## src/rtl/instruction_fetch.sv

```systemverilog
// instruction_fetch: program counter plus fetch stage feeding a combinational instruction ROM.
// Registers the returned word and splits it into decode fields. Redirects from execute flush one slot.
`default_nettype none

module instruction_fetch #(
  parameter int ADDR_W   = 16,
  parameter int INSTR_W  = 28,
  parameter int RESET_PC = 0
) (
  input  logic               clk,
  input  logic               rst_n,
  input  logic               stall,
  input  logic               branch_taken,
  input  logic [ADDR_W-1:0]  branch_target,
  output logic [ADDR_W-1:0]  address,
  input  logic [INSTR_W-1:0] rom_data,
  output logic [INSTR_W-1:0] instruction,
  output logic [3:0]         opcode,
  output logic [7:0]         dest,
  output logic [7:0]         src_a,
  output logic [7:0]         src_b,
  output logic [15:0]        imm,
  output logic [ADDR_W-1:0]  pc,
  output logic               valid
);

  typedef enum logic [1:0] {
    S_START = 2'd0,
    S_RUN   = 2'd1,
    S_FLUSH = 2'd2
  } state_t;

  localparam logic [ADDR_W-1:0] PC_INIT  = ADDR_W'(RESET_PC);
  localparam logic [ADDR_W-1:0] PC_ONE   = ADDR_W'(1);

  state_t              state;
  logic [ADDR_W-1:0]   pc_next;
  logic [INSTR_W-1:0]  ir;
  logic [ADDR_W-1:0]   ir_pc;
  logic                ir_valid;

  always_ff @(posedge clk or negedge rst_n) begin
    if (!rst_n) begin
      state    <= S_START;
      pc_next  <= PC_INIT;
      ir       <= '0;
      ir_pc    <= '0;
      ir_valid <= 1'b0;
    end else begin
      case (state)
        // The first fetch after reset ignores both stall and redirect.
        S_START: begin
          ir       <= rom_data;
          ir_pc    <= pc_next;
          pc_next  <= pc_next + PC_ONE;
          ir_valid <= 1'b1;
          state    <= S_RUN;
        end
        S_RUN, S_FLUSH: begin
          if (branch_taken) begin
            pc_next  <= branch_target;
            ir       <= '0;
            ir_valid <= 1'b0;
            state    <= S_FLUSH;
          end else if (!stall) begin
            ir       <= rom_data;
            ir_pc    <= pc_next;
            pc_next  <= pc_next + PC_ONE;
            ir_valid <= 1'b1;
            state    <= S_RUN;
          end
        end
        default: begin
          state    <= S_START;
          pc_next  <= PC_INIT;
          ir       <= '0;
          ir_pc    <= '0;
          ir_valid <= 1'b0;
        end
      endcase
    end
  end

  assign address     = pc_next;
  assign instruction = ir;
  assign opcode      = ir[27:24];
  assign dest        = ir[23:16];
  assign src_a       = ir[15:8];
  assign src_b       = ir[7:0];
  assign imm         = ir[15:0];
  assign pc          = ir_pc;
  assign valid       = ir_valid;

endmodule

`default_nettype wire

```

## config.mk

```make
export PLATFORM = sky130hd
export DESIGN_NAME = instruction_fetch
export DESIGN_NICKNAME = d
export VERILOG_FILES = /design/src/rtl/instruction_fetch.sv
export SDC_FILE = /design/constraint.sdc
export NUM_CORES = 1
export LEC_CHECK = 0
export CAP_MARGIN = 5
export CORE_MARGIN = 10
export CORE_UTILIZATION = 44
export CTS_CLUSTER_SIZE = 25
export DETAILED_ROUTE_END_ITERATION = 10
export PLACE_DENSITY = 0.85
export SYNTH_ARGS = -nofsm -noshare
export SYNTH_HDL_FRONTEND = slang
export SYNTH_SLANG_ARGS = --single-unit
export TNS_END_PERCENT = 10
```

## constraint.sdc

```tcl
create_clock -name clk -period 2.65 [get_ports clk]
set_input_delay 0.53 -clock clk [delete_from_list [all_inputs] [get_ports clk]]
set_output_delay 0.53 -clock clk [all_outputs]
set_load 0.05 [all_outputs]
```

== Word-level counts from Yosys, hierarchy flattened ==
Index checks and enable logic that the tools add are counted.
Word-level totals
  register bits after elaboration: 63
  bits of input ports: 48
  output and inout bits: 105
  word-level logic and storage cells: 29
Cells by class
  $add $sub $neg: 1
  eq/ne operators: 5
  multiplexer cells: 15
  reductions and logical operators: 3
Operators by type and width (count)
  two-way mux 16 bit: 4
  case mux 16 bit (2 select lines): 2
  two-way mux 28 bit: 2
  case mux 28 bit (2 select lines): 1
  adder 16 x 1 -> 16 bit, second input constant: 1
  two-way mux 2 bit: 2
  inequality test 2 bit, second input constant: 2
  case mux 2 bit (2 select lines): 1
  inequality test 3 bit, second input constant: 1
  == test 2 x 1 -> 1 bit, second input constant: 1
  == test 2 bit, second input constant: 1
  zero test 2 bit: 1
  two-way mux 1 bit: 2
  case mux 1 bit (2 select lines): 1
  AND reduction 2 bit: 1
  OR reduction 2 bit: 1

== Logic depth before layout (Yosys ltp) ==
Gate-level depths: netlist (run 1).
  word-level depth: 4
  mapped depth: 9
  depth with buffers taken out: 7

== Worst setup path before layout (run 1) ==
OpenSTA, ideal clock, no wires.
  kind: register -> register
  start: register state[0]
  end: register pc_next[5] (netlist: address[5])
  setup time: 0.126 ns
  arrival time: 2.021 ns
  required time: 2.524 ns
  setup slack: 0.503 ns
  stages on the path, launching flop included: 8
  path buffers: 1
  period minus slack after synthesis: 2.147 ns
  cells stage by stage: dfrtp_1 > inv_1 > ha_1 > nor2b_4 > o211a_1 > buf_6 > and3_1 > a221o_1
On the way
  word-level cells in the longest chain between the ends: 3
  elaborated cells on any way between the ends: 6
  classes of those cells: 3 x eq/ne; 1 x mux; 2 x reduce/logical
Ends and longest elaborated chain
  start: declaration: line 36  | state_t state;
  start signal: assignment: line 44  | state <= S_START;
  start signal: assignment: line 57  | state <= S_RUN;
  start signal: assignment: line 64  | state <= S_FLUSH;
  == test 2 x 1 -> 1 bit or == test 2 bit (tied branches): line 50  | case (state)
  OR reduction 2 bit: line 50
  case mux 16 bit (2 select lines) or inequality test 3 bit (tied branches)
  end signal: assignment: line 55  | pc_next <= pc_next + PC_ONE;
  end signal: assignment: line 61  | pc_next <= branch_target;
  end signal: assignment: line 68  | pc_next <= pc_next + PC_ONE;
  end: declaration: line 37  | logic [ADDR_W-1:0] pc_next;
Several ways; a longest one is shown, not always the timed one.
A chain may end at the register's enable or synchronous reset.

== Worst setup path in the final report (run 1) ==
  start: register state[0]
  end: register pc_next[11] (netlist: address[11])
Same word-level chain as after synthesis.

==> flow_metrics.tcl, run 1 <==
set metrics [dict create \
    crit_chain "inv_1 -> ha_1 -> nor2b_4 -> o211ai_2 -> o21ai_0 -> a221o_1" \
    fin_crit_sh_pct 88.5 \
    worstSetupStartpointType "flop" \
    grt_antenna_before_repair 0 \
    grt_overflow 0 \
    timing.rr.start "state[0]" \
    outcome "finished, final reports clean" \
    worstMarginPinSlew_ps 656 \
    grt_pass1_wl_mm 15.7 \
    synthCells 293 \
    worstPathMaxFanout 16 \
    final-setup-viol-count 0 \
    place.gp.congestion 0.908 \
    grt_max_degree 38 \
    clkSinkCount 62 \
    placementRows 30 \
    drt_iter0_markers 137 \
    setup-tns-final_ps 0 \
    synth-seq-area-share_pct 50.4 \
    critPathSlowestCell "o211ai_2" \
    cp_top_family "compound AO/OA/AOI/OAI gates" \
    wl_per_cell_um 18.8 \
    antenna_left 0 \
    clockBufferDepth 2 \
    placed_area_mm2 0.00433 \
    drv_cap 0 \
    start_util_pct 45.3 \
    ctsResizeCount 0 \
    min_path_type "input pin to async pin" \
    dp_hpwl_mm 7.30 \
    via_count 2615 \
    layout-area-overhead-vs-synth_pct 46.3 \
    slew_viol_final 0 \
    ctsHoldBuffers 0 \
    cp.required_ps 2850 \
    clockRootBuffer "clkbuf_8" \
    fp.dieH_um 104 \
    ys.warnings.count 0 \
    first_pass_iters 4 \
    skew_ps 5.58 \
    postLayoutCellArea_mm2 0.00450 \
    synthesis.area_mm2 0.00308 \
    final_layout_size_suffix_gt1_share_pct 7.37 \
    die_x_um 104 \
    clk_pin_slew_ps 70 \
    cts_tree "yes" \
    worstPathArrival_ps 2550 \
    max_stage_delay_ps 540 \
    grt_pass1_vias 2799 \
    via_per_inst 5.20 \
    syn_area_per_cell_um2 10.5 \
    rsz0062_at_grt "false" \
    drc 0 \
    min_period_ps 2350 \
    final_common_cell "clkdlybuf4s50_1" \
    cp-startpoint "state[0]" \
    max_freq_mhz 426 \
    path_buf_inv 1 \
    grt_use_total_pct 17.7 \
    die_area_mm2 0.0107 \
    hold_violations 0 \
    synth_nets 344 \
    io_pins 153 \
    coreArea_mm2 0.00679 \
    path_class "flop to flop" \
    antenna_cells 0 \
    reg2reg_setup_slack_ps 300 \
    layout_common_cells "151 x clkdlybuf4s50_1, 62 x dfrtp_1, 40 x nand2_1" \
    end_kind "flop" \
    hold-worst-slack_ps 203 \
    clock_latency_ps 320 \
    ys_types 36 \
    port_buffers 152 \
    cts_buffers 9 \
    final_nets 453 \
    ys_ff_latch 62 \
    relSlewSlack_pct 56.1 \
    post_cts.repair.setup_buffers 0 \
    totalWireLength_mm 9.48 \
    htreeDepth 3 \
]
[final timing paths]
| path | end | cells past startpoint |
|---|---|---|
| worst max-delay path | address[11] | 6 |
| worst min-delay path | instruction[7] | 1 |
| worst max register to register | address[11] | 6 |
| worst min register to register | pc[7] | 2 |
| max in group asynchronous | instruction[15] | 2 |
| min in group clk | pc[7] | 2 |
[synthesized netlist by cell type, drive strengths merged]
master	instances	area, um^2
nand2	40	150
o21ai	17	85.1
ha	3	37.5
nand4	1	6.26
and3	4	25.0
a21o	1	7.51
a22oi	7	52.6
o31ai	2	15.0
a32oi	1	8.76
xor2	6	52.6
inv	5	18.8
dfrtp	62	1550
clkbuf	2	7.51
and2	2	12.5
nor2b	2	20.0
buf	58	437
a221o	4	40.0
nor2	8	30.0
a21oi	4	20.0
o211a	2	20.0
a22o	30	263
nand3	25	130
o21a	1	7.51
nor3	1	10.0
o211ai	1	12.5
nor4	2	27.5
nand3b	1	20.0
o311ai	1	8.76
[cell families after synthesis]
logic type | synth area share, %
xor+xnor | 1.71
simple gates | 14.0
flops | 50.4
buf+inv | 15.0
compound gates | 17.6
fa+ha+maj | 1.22
[metrics by stage]
step / util, % / worst slack (ps) / std cells
CTS: 66.3 / 354 / 503
floorplan: - / 503 / 293
finish: 66.3 / 304 / 503
global placement: 63.7 / 321 / 487
global route: 66.3 / 145 / 503
detailed placement: 63.7 / 155 / 487
[per-layer routing]
metal	wire [um]	GRT usage, %	part of all wire [%]
met5	0	0	0
met4	250	8.17	2.6
met3	593	4.46	6.3
met2	4960	30.2	52
met1	3680	20.3	39
[registers in the layout, indices dropped and copies added (netlist names)]
name         flops
instruction     28
address         16
pc              16
state            2
[layout make-up]
type / count / area (um^2)
Clock buffer: 10 / 138
Inverter: 5 / 18.8
Fill cell: 537 / 2290
Tap cell: 96 / 120
Multi-Input combinational cell: 166 / 1060
Clock inverter: 6 / 37.5
Sequential cell: 62 / 1550
Timing Repair Buffer: 158 / 1570
Power of run 1 is not shown: default switching activity piles up to over one toggle a cycle in this logic, so the estimate is an artifact.
==> run 2: changes to the inputs <==
Settings changed: HOLD_SLACK_MARGIN set to 0.06.
==> results of run 2 <==
The final DEF is identical to that of run 1; final timing and power are the same.
Power of run 2 is left out for the same reason.
==> run 3: changes to the inputs <==
Settings changed: PLACE_DENSITY 0.85 to 0.87, SKIP_LAST_GASP set to 1.
==> flow_metrics.tcl, run 3 (synthesized netlist as in run 1, its figures left out) <==
set metrics [dict create \
    outcome "finished, final reports clean" \
    busiest_layer "met2" \
    place_ws_ps 259 \
    fin_util_pct 66.6 \
    min_period_ps 2270 \
    clkSinkCount 62 \
    powerDensity_mw_per_mm2 1560 \
    slew_viol_final 0 \
    totalWireLength_mm 9.33 \
    peakVddDrop_uv 1110 \
    antenna_cells 0 \
    htreeDepth 3 \
    final_layout_size_suffix_gt1_share_pct 6.91 \
    path_class "flop to output port" \
    p_sw_share_pct 54.2 \
    final_nets 451 \
    grt_antenna_before_repair 0 \
    wl_per_cell_um 18.6 \
    grtUsageMet3_pct 5.64 \
    die_x_um 104 \
    io_pins 153 \
    critPathSlowestCell "clkdlybuf4s50_1" \
    ctsHoldBuffers 0 \
    min_path_type "input pin to async pin" \
    die_area_mm2 0.0107 \
    grt_pass1_wl_mm 14.9 \
    clockRootBuffer "clkbuf_8" \
    worstPathMaxFanout 7 \
    p_sw_w 0.00384 \
    crit_chain "clkdlybuf4s50_1" \
    layout-area-overhead-vs-synth_pct 47.0 \
    path_buf_inv 1 \
    setup_ws_ps 380 \
    skew_ps 4.95 \
    place.gp.congestion 0.858 \
    grt_use_total_pct 17.0 \
    dp_hpwl_mm 7.26 \
    port_buffers 152 \
    p_comb_share_pct 64.6 \
    cp_top_family "buffers and inverters" \
    grtUsageMet2_pct 28.4 \
    worstMarginPinSlew_ps 687 \
    relSlewSlack_pct 54.2 \
    clock_latency_ps 330 \
    fp.dieH_um 104 \
    layout_common_cells "151 x clkdlybuf4s50_1, 62 x dfrtp_1, 40 x nand2_1" \
    timing.rr.start "state[0]" \
    drv_cap 0 \
    worstPathArrival_ps 1740 \
    via_per_inst 5.18 \
    clk_pin_slew_ps 70 \
    hold_violations 0 \
    cts_buffers 9 \
    fin_crit_sh_pct 85.7 \
    antenna_left 0 \
    grt_pass1_vias 2730 \
    cp-startpoint "address[2]" \
    grt_overflow 0 \
    first_pass_iters 4 \
    max_freq_mhz 441 \
    coreArea_mm2 0.00679 \
    final-setup-viol-count 0 \
    leakage_nw 2.01 \
    seqPwrFrac_pct 23.6 \
    rsz0062_at_grt "false" \
    via_count 2597 \
    start_util_pct 45.3 \
    setup-tns-final_ps 0 \
    post_cts.repair.setup_buffers 0 \
    internal_power_w 0.00324 \
    max_stage_delay_ps 910 \
    clockBufferDepth 2 \
    drt_iter0_markers 152 \
    placementRows 30 \
    grt_max_degree 41 \
    cp.required_ps 2120 \
    use_met1_pct 18.9 \
    drc 0 \
    end_kind "output port" \
    worstSetupStartpointType "flop" \
    cts_tree "yes" \
    largest_reg_flops 28 \
    final_common_cell "clkdlybuf4s50_1" \
    pwr-share-clk_pct 11.8 \
    ctsResizeCount 0 \
]
run 3: cell count changes in the layout (fill, tap and decap cells not counted):
cell	delta
buf_4	-3
bufinv_16	+1
buf_12	+1
clkinvlp_4	-2
clkinv_4	+1
run 3: power groups by stage:
| stage | registers [W] | clock network (W) | logic (W) |
|---|---|---|---|
| finish | 0.00167 | 0.000833 | 0.00457 |
| global route | 0.00173 | 0.000901 | 0.00479 |
| CTS | 0.00167 | 0.000847 | 0.00462 |
| detailed placement | 0.00168 | 0 | 0.00461 |
| global placement | 0.00166 | 0 | 0.00454 |
| floorplan | 0.00274 | 0 | 0.00239 |
run 3: area by class of cell:
class                      count  area (um^2)
clock buffer                  10          138
tap                           96          120
timing repair buffer         156         1570
fill                         561         2270
inverter                       5         18.8
clock inverter                 6         61.3
sequential                    62         1550
multi-input combinational    166         1060
run 3: final timing paths:
| path | cells past startpoint | slack (ps) | endpoint |
|---|---|---|---|
| max reg2reg | 6 | 490 | address[7] |
| max | 1 | 380 | address[2] |
| max in group asynchronous | 2 | 1800 | instruction[18] |
| min | 1 | 230 | pc[12] |
| min reg2reg | 2 | 470 | pc[7] |
| min in group clk | 2 | 470 | pc[7] |
run 3: layer usage:
metal	vias up	share of wire [%]	wire length (um)
li1	1207	-	-
met1	1262	38	3580
met2	108	52	4850
met3	20	6.8	636
met4	0	2.8	265
met5	-	0	0
run 3: through the flow:
stage | hold slack, ps | cell area, um^2 | power, W | std cells
2_1_floorplan | 234 | 3080 | 0.00513 | 293
3_3_place_gp | 449 | 4320 | 0.00620 | 485
3_5_place_dp | 456 | 4320 | 0.00629 | 485
4_1_cts | 250 | 4520 | 0.00714 | 501
5_1_grt | 280 | 4520 | 0.00742 | 501
6_report | 231 | 4520 | 0.00708 | 501
No activity file was read; power rests on OpenSTA's default activity.
